[config.mk]
export PLATFORM = sky130hd
export DESIGN_NAME = alu_serial
export DESIGN_NICKNAME = d
export VERILOG_FILES = /design/src/rtl/alu_pkg.sv /design/src/rtl/alu_digit_slice.sv /design/src/rtl/alu_serial.sv
export SDC_FILE = /design/constraint.sdc
export NUM_CORES = 1
export LEC_CHECK = 0
export BUFFER_PORTS_ARGS = -buffer_cell sky130_fd_sc_hd__clkbuf_2
export CORE_MARGIN = 2
export CORE_UTILIZATION = 50
export DETAILED_ROUTE_END_ITERATION = 8
export GPL_ROUTABILITY_DRIVEN = 0
export GPL_TIMING_DRIVEN = 0
export PLACE_DENSITY = 0.84
export SETUP_SLACK_MARGIN = 0.02
export SLEW_MARGIN = 0
export SYNTH_ARGS = -nofsm -noshare
export SYNTH_HDL_FRONTEND = slang
export SYNTH_SLANG_ARGS = --single-unit
[constraint.sdc]
create_clock -name clk_i -period 2.92 [get_ports clk_i]
set_input_delay 0 -clock clk_i [delete_from_list [all_inputs] [get_ports clk_i]]
set_output_delay 0 -clock clk_i [all_outputs]
set_load 0.03 [all_outputs]
[src/rtl/alu_pkg.sv]
// Shared definitions for the serial ALU: control codes, FSM state encoding
// and the helper that screens out unsupported control codes.
package alu_pkg;

    localparam logic [3:0] ALU_AND = 4'b0000;
    localparam logic [3:0] ALU_OR  = 4'b0001;
    localparam logic [3:0] ALU_ADD = 4'b0010;
    localparam logic [3:0] ALU_SUB = 4'b0110;
    localparam logic [3:0] ALU_SLT = 4'b0111;
    localparam logic [3:0] ALU_NOR = 4'b1100;

    typedef enum logic [1:0] {
        IDLE = 2'd0,
        RUN  = 2'd1,
        DONE = 2'd2
    } state_t;

    function automatic logic ctrl_valid(input logic [3:0] ctrl);
        return (ctrl == ALU_AND) || (ctrl == ALU_OR)  || (ctrl == ALU_ADD) ||
               (ctrl == ALU_SUB) || (ctrl == ALU_SLT) || (ctrl == ALU_NOR);
    endfunction

endpackage

[src/rtl/alu_digit_slice.sv]
// Combinational DIGIT-bit ALU slice: AND/OR/ripple-add on optionally inverted
// operands, exposing the carry into its MSB so the caller can form overflow.
module alu_digit_slice #(
    parameter int DIGIT = 4
) (
    input  logic [DIGIT-1:0] i_a,
    input  logic [DIGIT-1:0] i_b,
    input  logic             i_a_inv,
    input  logic             i_b_inv,
    input  logic             i_cin,
    input  logic [1:0]       i_op,
    output logic [DIGIT-1:0] o_result,
    output logic             o_cout,
    output logic             o_cmsb
);

    logic w_c;
    logic w_ai;
    logic w_bi;

    always_comb begin
        o_result = '0;
        o_cmsb   = 1'b0;
        w_c      = i_cin;
        w_ai     = 1'b0;
        w_bi     = 1'b0;
        for (int i = 0; i < DIGIT; i++) begin
            w_ai = i_a[i] ^ i_a_inv;
            w_bi = i_b[i] ^ i_b_inv;
            if (i == DIGIT - 1) o_cmsb = w_c;
            case (i_op)
                2'd0:    o_result[i] = w_ai & w_bi;
                2'd1:    o_result[i] = w_ai | w_bi;
                default: o_result[i] = w_ai ^ w_bi ^ w_c;
            endcase
            w_c = (w_ai & w_bi) | (w_c & (w_ai | w_bi));
        end
        o_cout = w_c;
    end

endmodule

[src/rtl/alu_serial.sv]
// Digit-serial ALU: processes DIGIT bits per cycle LSB first behind a
// start/busy/done handshake; results and flags only change in the DONE cycle.
module alu_serial
    import alu_pkg::*;
#(
    parameter int WIDTH = 32,
    parameter int DIGIT = 4
) (
    input  logic             clk_i,
    input  logic             rst_i,
    input  logic             start_i,
    input  logic [WIDTH-1:0] src1_i,
    input  logic [WIDTH-1:0] src2_i,
    input  logic [3:0]       ctrl_i,
    output logic             busy_o,
    output logic             done_o,
    output logic [WIDTH-1:0] result_o,
    output logic             zero_o,
    output logic             cout_o,
    output logic             overflow_o
);

    localparam int NDIG = WIDTH / DIGIT;
    localparam int CW   = (NDIG > 1) ? $clog2(NDIG) : 1;

    state_t           r_state;
    state_t           w_next;
    logic             w_accept;
    logic             w_step;
    logic             w_last;

    logic [CW-1:0]    r_cnt;
    logic             r_carry;
    logic [WIDTH-1:0] r_a;
    logic [WIDTH-1:0] r_b;
    logic [3:0]       r_ctrl;
    logic [WIDTH-1:0] r_shift;

    logic [DIGIT-1:0] w_res;
    logic             w_cout;
    logic             w_cmsb;
    logic [WIDTH-1:0] w_shift_next;
    logic [WIDTH-1:0] w_final;
    logic             w_valid;
    logic             w_arith;
    logic             w_ovf;

    alu_digit_slice #(.DIGIT(DIGIT)) u_slice (
        .i_a      (r_a[DIGIT-1:0]),
        .i_b      (r_b[DIGIT-1:0]),
        .i_a_inv  (r_ctrl[3]),
        .i_b_inv  (r_ctrl[2]),
        .i_cin    (r_carry),
        .i_op     (r_ctrl[1:0]),
        .o_result (w_res),
        .o_cout   (w_cout),
        .o_cmsb   (w_cmsb)
    );

    assign w_last = (r_cnt == CW'(NDIG - 1));

    always_ff @(posedge clk_i or negedge rst_i) begin
        if (!rst_i) r_state <= IDLE;
        else        r_state <= w_next;
    end

    always_comb begin
        w_next   = r_state;
        w_accept = 1'b0;
        w_step   = 1'b0;
        case (r_state)
            IDLE: begin
                if (start_i) begin
                    w_accept = 1'b1;
                    w_next   = RUN;
                end
            end
            RUN: begin
                w_step = 1'b1;
                if (w_last) w_next = DONE;
            end
            DONE: begin
                if (start_i) begin
                    w_accept = 1'b1;
                    w_next   = RUN;
                end else begin
                    w_next = IDLE;
                end
            end
            default: w_next = IDLE;
        endcase
    end

    // New digits enter at the MSB end so the LSB digit lands at bit 0 after NDIG steps.
    assign w_shift_next = (r_shift >> DIGIT) | (WIDTH'(w_res) << (WIDTH - DIGIT));
    assign w_valid      = ctrl_valid(r_ctrl);
    assign w_arith      = w_valid & r_ctrl[1];
    assign w_ovf        = w_cmsb ^ w_cout;

    always_comb begin
        w_final = w_shift_next;
        if (!w_valid)                w_final = '0;
        else if (r_ctrl == ALU_SLT)  w_final = WIDTH'(w_res[DIGIT-1] ^ w_ovf);
    end

    always_ff @(posedge clk_i or negedge rst_i) begin
        if (!rst_i) begin
            r_cnt      <= '0;
            r_carry    <= 1'b0;
            r_a        <= '0;
            r_b        <= '0;
            r_ctrl     <= '0;
            r_shift    <= '0;
            result_o   <= '0;
            zero_o     <= 1'b0;
            cout_o     <= 1'b0;
            overflow_o <= 1'b0;
        end else if (w_accept) begin
            r_cnt   <= '0;
            r_carry <= ctrl_i[2];
            r_a     <= src1_i;
            r_b     <= src2_i;
            r_ctrl  <= ctrl_i;
            r_shift <= '0;
        end else if (w_step) begin
            r_cnt   <= r_cnt + 1'b1;
            r_carry <= w_cout;
            r_a     <= r_a >> DIGIT;
            r_b     <= r_b >> DIGIT;
            r_shift <= w_shift_next;
            if (w_last) begin
                result_o   <= w_final;
                zero_o     <= (w_final == '0);
                cout_o     <= w_arith & w_cout;
                overflow_o <= w_arith & w_ovf;
            end
        end
    end

    assign busy_o = (r_state == RUN);
    assign done_o = (r_state == DONE);

endmodule

==> metrics, run 1 <==
drt total wl 16.7 mm; later-pin clock latency in the skew report 0.43 ns; detailed-router iteration count before antenna repair 5; final std cells w/o fill 940; row cnt 40; post-DP HPWL 10.3 mm; CTS H-tree lvls 4; Sink Count 137; CTS buffer count 17; WL per Instance 17.7 um; crit path time final 2.98 ns; Async SR Flop Fraction 100%; Layout Utilization 69.0%; Critical Path Slowest Stage Cell fa_1; WP data required 3.26 ns; core area 11900 um^2; flop2flop setup slack -0.06 ns; outcome complete, but fails checks; post-synthesis cell type count 40; Starting DRT DRC Count 387; setup violators final 3; sequence of cells on the critical path buf_6 -> xnor2_4 -> inv_2 -> fa_1 -> inv_2 -> fa_2 -> fa_2 -> inv_2 -> fa_1 -> nand2_1 -> o31a_1 -> and2_1 -> nand4_1 -> a32oi_1; Routed Antenna Nets 0; PortBufs 107; FILL cells 835; cell repeated most along the worst path inv_2; Die X 114 um; starting density of the core 51.0%; total power 10.2 mW; Final Worst Setup Slack -0.0566 ns; RSZ-0062 raised after global routing true; largest family of logic cells by synthesized area compound AO/OA/AOI/OAI gates; Final Skew 0.00601 ns; syn avg cell area 10.6 um^2; Synth area leaders dfrtp_1 56%, nand2_1 9.2%, mux2i_1 6.1%; failing checks setup timing; CTS tree built; fin nets 865; die area 13000 um^2; pwr dens 1240 nW/um^2; Area after DPL 6840 um^2; root buf cell clkbuf_16; Least-Margin Pin Slew 0.705 ns; initial antenna violation count 1; Setup crit start kind register; DR vias 5166; Cell Area, Synth 6070 um^2; clock buffer depth 2; CP max stage delay 0.42 ns; LEAKAGE 3.99 nW; crit-path leading delay family adder cells; Fin. Hold Viols 0; syn_nets 658; Remaining Overflow, GRT 0; EDFF count, synth 0; Post-Synth Simple-Gate Area 11.6%; worst min-delay path category primary input to async pin; Clk pin slew, worst setup/hold paths 0.06 ns; number of global-route vias before repair 5383; Post-Synth Adder-Cell Area 3.38%; Slew HR 52.8%; xor/xnor cell area share of the yosys netlist 1.44%; first-pass GRT wire length 26.8 mm; register area share after synthesis 56.5%; Worst Path Class, Setup register to register; CP Capture Type register; Tot GR Track Use 27.0%; synthesis warning total 0; Gate Count Post-Synth 573; post-synthesis mux area share 7.09%; Avg Vias per Cell 5.50; peak supply drop 575 uV; Max Cap Violations 0; Main synth FF type dfrtp_1; placed cell count 828; Crit Path Max Fanout 2; largest net degree at the start of global routing 121; Final Max Tran Viols 0; Worst Path Buf+Inv 4; highest clock rate 0.336 GHz; IO Count 108; Die H 114 um; DRC viols 0; CP arrival 3.32 ns; Design Area, Final 8220 um^2; Yosys reg bits 137; compound-gate portion of the synthesized area 15.9%; Synth top area share 56.5%; fin crit share 102%; Area Overhead vs Synth 35.4%; Synth area leader dfrtp_1; layout cell share with drive strength beyond 1 23.4%
[worst paths after layout]
path                                  startpoint                  endpoint  depth (start not counted)
max in group asynchronous                  rst_i  result_o[17]$_DFFE_PN0P_                          3
min reg2reg                   r_b[7]$_DFFE_PN0P_        r_b[7]$_DFFE_PN0P_                          2
min                                        rst_i   r_shift[17]$_DFFE_PN0P_                          3
max                        r_ctrl[3]$_DFFE_PN0P_        zero_o$_DFFE_PN0P_                         14
min in group clk_i                    src2_i[25]       r_b[25]$_DFFE_PN0P_                          4
max reg2reg                r_ctrl[3]$_DFFE_PN0P_        zero_o$_DFFE_PN0P_                         14
[cell usage in the layout, fill, tap and decap left out, types with 3 or more instances in the layout]
master         instances
a22oi_1               22
buf_4                 10
a22o_1                35
nor4_1                 6
clkbuf_16             17
o31ai_1                3
ha_1                  10
mux2i_1               37
clkbuf_1              20
o21ai_1               45
mux2_1                 4
clkbuf_8               4
dlygate4sd3_1         70
dfrtp_1              137
nor2b_1                4
xor2_1                 5
buf_2                 19
nand2b_1               3
clkinv_2               5
inv_1                 10
o21ai_0               24
buf_1                  3
nor2_1                 4
nand2_1              149
clkbuf_2             106
inv_2                  5
buf_6                  3
[stage by stage]
stage / setup TNS (ns) / hold WS [ns] / setup WS [ns]
2_1_floorplan: 0 / -0.296 / 0.0546
4_1_cts: -0.0369 / 0.258 / -0.0369
6_report: -0.102 / 0.225 / -0.0566
5_1_grt: -0.462 / 0.284 / -0.158
3_3_place_gp: -21.61 / 0.208 / -0.168
3_5_place_dp: -0.389 / -0.136 / -0.227
[sequential cells by signal (all words and copies together), names as in the netlist]
name,flops
r_a,32
r_b,32
result_o,32
r_shift,28
r_ctrl,4
r_cnt,3
r_state,2
cout_o,1
overflow_o,1
r_carry,1
zero_o,1
[Yosys cell counts, types with 2 or more instances]
| cell | number |
|---|---|
| inv_1 | 13 |
| dfrtp_1 | 137 |
| o31ai_2 | 2 |
| nor2b_1 | 4 |
| nor2_1 | 4 |
| nand4_1 | 2 |
| o21ai_0 | 25 |
| a22o_1 | 35 |
| mux2_1 | 4 |
| buf_1 | 3 |
| xor2_1 | 7 |
| o21ai_1 | 44 |
| o31ai_1 | 3 |
| buf_2 | 21 |
| mux2i_1 | 37 |
| nand2b_1 | 3 |
| a22oi_1 | 22 |
| inv_2 | 2 |
| nand2_1 | 149 |
| xnor2_1 | 3 |
| ha_1 | 10 |
| fa_1 | 4 |
| clkbuf_1 | 17 |
| nor4_1 | 6 |
[cell type report]
type / instances / area [um^2] / share of cell area, %
well taps: 147 / 184 / 2.24
clock inverters: 8 / 71.3 / 0.868
multi-input cells: 379 / 2440 / 29.7
diodes: 1 / 2.50 / 0.0305
flip-flops and latches: 137 / 3430 / 41.7
plain buffers: 42 / 204 / 2.48
inverters: 15 / 56.3 / 0.685
clock buffers: 23 / 478 / 5.82
repair buffers: 188 / 1350 / 16.4
[logic make-up (layout without fill, tap and decap cells)]
logic type	after synthesis	after routing
fa+ha+maj	14	14
compound gates	139	139
other cells	0	1
simple gates	174	174
xor+xnor	10	10
buf+inv	57	276
mux	42	42
flops	137	137
[timing repair]
action	in CTS	in global routing
pin swaps	5	4
hold buffers	70	0
gates cloned	0	0
setup buffers	7	3
setup endpoints to repair	3	4
endpoints found under the hold margin	206	0
gates resized for setup	6	3
[power breakdown]
| group | switching [mW] | total [mW] | internal, mW |
|---|---|---|---|
| sequential | 0.609 | 3.32 | 2.71 |
| clock | 0.784 | 2.01 | 1.23 |
| combinational | 2.84 | 4.84 | 2.00 |
| total | 4.23 | 10.2 | 5.94 |
[layer usage]
metal | global-route usage, % | up-vias | part of all wire [%]
li1 | - | 2390 | -
met1 | 31.8 | 2494 | 39
met2 | 46.5 | 233 | 52
met3 | 6.67 | 49 | 6.3
met4 | 12.8 | 0 | 2.9
met5 | 0 | - | 0
[tightest hold or removal path: stages]
cell and delay, ns:
dlygate4sd3_1 0.54, clkbuf_8 0.14, buf_16 0.42
Power figures use the tool's default switching activity.
==> run 2: changes to the inputs <==
--- a/config.mk
+++ b/config.mk
@@ -5,13 +5,13 @@
 export SDC_FILE = /design/constraint.sdc
 export NUM_CORES = 1
 export LEC_CHECK = 0
+export ABC_AREA = 1
 export BUFFER_PORTS_ARGS = -buffer_cell sky130_fd_sc_hd__clkbuf_2
-export CORE_MARGIN = 2
-export CORE_UTILIZATION = 50
+export CORE_UTILIZATION = 51
 export DETAILED_ROUTE_END_ITERATION = 8
 export GPL_ROUTABILITY_DRIVEN = 0
 export GPL_TIMING_DRIVEN = 0
-export PLACE_DENSITY = 0.84
+export PLACE_DENSITY = 0.85
 export SETUP_SLACK_MARGIN = 0.02
 export SLEW_MARGIN = 0
 export SYNTH_ARGS = -nofsm -noshare
==> run 2 against run 1 <==
  * The flow still finishes with violations (setup timing)
  * Register-to-register slack lost 0.10 ns
  * Area after synthesis up 4.8%
  * Flip-flop and latch count unchanged
  * Cell area increased by 6.2%
  * Sequential share of layout area is 2.4 points lower
  * Global-route usage increased by 5.2 points
==> metrics, run 2 <==
Sink Count 137; register area share after synthesis 53.9%; Main synth FF type dfrtp_1; Post-synth top cells 140 x o21ai_0, 137 x dfrtp_1, 135 x nand2_1; M3 GR Usage 8.29%; root buf cell clkbuf_16; GRT Max-Usage Layer met2; detailed-router iteration count before antenna repair 5; DR vias 6212; syn_nets 807; Crit Path Max Fanout 3; Tot GR Track Use 32.2%; Max Cap Violations 0; PortBufs 107; commonest non-fill, non-tap cells in the layout 137 x o21ai_0, 137 x dfrtp_1, 134 x nand2_1; outcome complete, but fails checks; post-synthesis mux area share 0%; Die X 114 um; pwr dens 1290 nW/um^2; Post-Synth Adder-Cell Area 3.22%; post-synthesis cell type count 36; compound-gate portion of the synthesized area 17.5%; Final Worst Setup Slack -0.157 ns; fin nets 1025; drt total wl 19.5 mm; Synth top area share 53.9%; layout cell share with drive strength beyond 1 21.5%; Yosys reg bits 137; Critical Path Slowest Stage Cell fa_1; placed cell count 998; Worst Path Class, Setup register to register; Slew HR 59.5%; Async SR Flop Fraction 100%; Avg Vias per Cell 5.55; Synth area leaders dfrtp_1 54%, o21ai_0 11%, nand2_1 8.0%; final std cells w/o fill 1120; highest clock rate 0.325 GHz; met2 Use GR 58.1%; number of global-route vias before repair 6316; Least-Margin Pin Slew 0.607 ns; RSZ-0062 raised after global routing true; core area 12100 um^2; top-count cell post-synth o21ai_0; Post-Synth Simple-Gate Area 14.1%; Starting DRT DRC Count 482; xor/xnor cell area share of the yosys netlist 1.38%; Die H 114 um; synthesis warning total 0; setup violators final 1; post-DP HPWL 11.0 mm; CTS buffer count 17; largest family of logic cells by synthesized area compound AO/OA/AOI/OAI gates; pre-CTS setup slack -0.274 ns; worst min-delay path category primary input to async pin; syn avg cell area 8.81 um^2; failing checks setup timing; CTS tree built; CP arrival 3.45 ns; EDFF count, synth 0; Gate Count Post-Synth 722; CTS H-tree lvls 4; Final Max Tran Viols 0; Remaining Overflow, GRT 0; fin crit share 105%; Cell Area, Synth 6360 um^2; clock buffer depth 2; Fin. Hold Viols 0; peak supply drop 574 uV; Routed Antenna Nets 0; CP max stage delay 0.41 ns; first-pass GRT wire length 31.4 mm; Setup crit start kind register; sequence of cells on the critical path buf_6 -> xnor2_4 -> inv_2 -> fa_2 -> inv_2 -> fa_2 -> fa_2 -> inv_2 -> fa_1 -> inv_1 -> nand2_1 -> nand3_2 -> nor2_1 -> nand2_1 -> nand2_1 -> nor2_2 -> nand2_1 -> nor2_1 -> nand2_1 -> nand2_1; leading registers by flop count r_a (32), r_b (32), result_o (32); largest net degree at the start of global routing 114; grt met1 use 34.6%; total power 11.3 mW; Clk pin slew, worst setup/hold paths 0.06 ns; cell repeated most along the worst path nand2_1; starting density of the core 52.5%; Synth area leader dfrtp_1; initial antenna violation count 1; DRC viols 0; WHS 0.000596 ns; die area 12900 um^2; Final Skew 0.00851 ns; WP data required 3.29 ns; IO Count 108; LEAKAGE 4.36 nW; row cnt 40; crit path time final 3.08 ns; CP Capture Type register; Area Overhead vs Synth 37.1%; WL per Instance 17.4 um; later-pin clock latency in the skew report 0.43 ns
-- run 2: layout make-up --
cell class / instances / area, um^2
diodes: 1 / 2.50
plain buffers: 45 / 223
clock buffers: 21 / 480
clock inverters: 9 / 145
fillers: 873 / 3390
inverters: 108 / 409
multi-input cells: 432 / 2400
flip-flops and latches: 137 / 3430
well taps: 168 / 210
repair buffers: 199 / 1430
-- run 2: logic make-up after synthesis --
kind of cell / count (synthesis)
fa+ha+maj: 14
simple gates: 209
buf+inv: 153
compound gates: 199
xor+xnor: 10
flops: 137
-- run 2: power by group --
group	switching [mW]	internal (mW)
clock	0.818	1.50
combinational	3.68	2.15
sequential	0.361	2.75
-- run 2: final timing paths --
| path | depth (start not counted) | slack [ns] | start | to |
|---|---|---|---|---|
| worst max-delay path | 20 | -0.16 | r_ctrl[2]$_DFFE_PN0P_ | zero_o$_DFFE_PN0P_ |
| worst min-delay path | 2 | 0.0006 | rst_i | result_o[2]$_DFFE_PN0P_ |
| worst max register to register | 20 | -0.16 | r_ctrl[2]$_DFFE_PN0P_ | zero_o$_DFFE_PN0P_ |
| worst min register to register | 2 | 0.48 | result_o[15]$_DFFE_PN0P_ | result_o[15]$_DFFE_PN0P_ |
| max in group asynchronous | 3 | 2.10 | rst_i | r_shift[16]$_DFFE_PN0P_ |
| min in group clk_i | 6 | 0.16 | start_i | r_b[15]$_DFFE_PN0P_ |
-- run 2: through the flow --
stage	util, %	area, um^2	setup TNS (ns)
finish	72.0	8720	-0.157
detailed placement	59.1	7160	-0.466
CTS	71.6	8670	-0.0932
global placement	58.8	7130	-38.36
global route	72.0	8720	-0.388
floorplan	-	6380	0
-- run 2: repair_timing --
item,CTS,global route
pin swaps,12,7
buffers inserted,19,5
endpoints found under the hold margin,206,0
gates resized for setup,11,8
hold buffers,69,0
endpoints found under the setup margin,3,4
-- run 2: layer usage --
metal | vias to the layer above | part of all wire [%]
li1 | 2784 | -
met1 | 3008 | 37
met2 | 328 | 52
met3 | 92 | 6.9
met4 | 0 | 4.4
met5 | - | 0
-- run 2: critical path, delay by kind of cell (launching register included) --
family                   cells  cell delay, ns
adder cells (fa/ha/maj)      4            1.34
AND/OR/NAND/NOR             10            0.76
buffers and inverters        5            0.38
flip-flops                   1            0.37
XOR/XNOR                     1            0.14
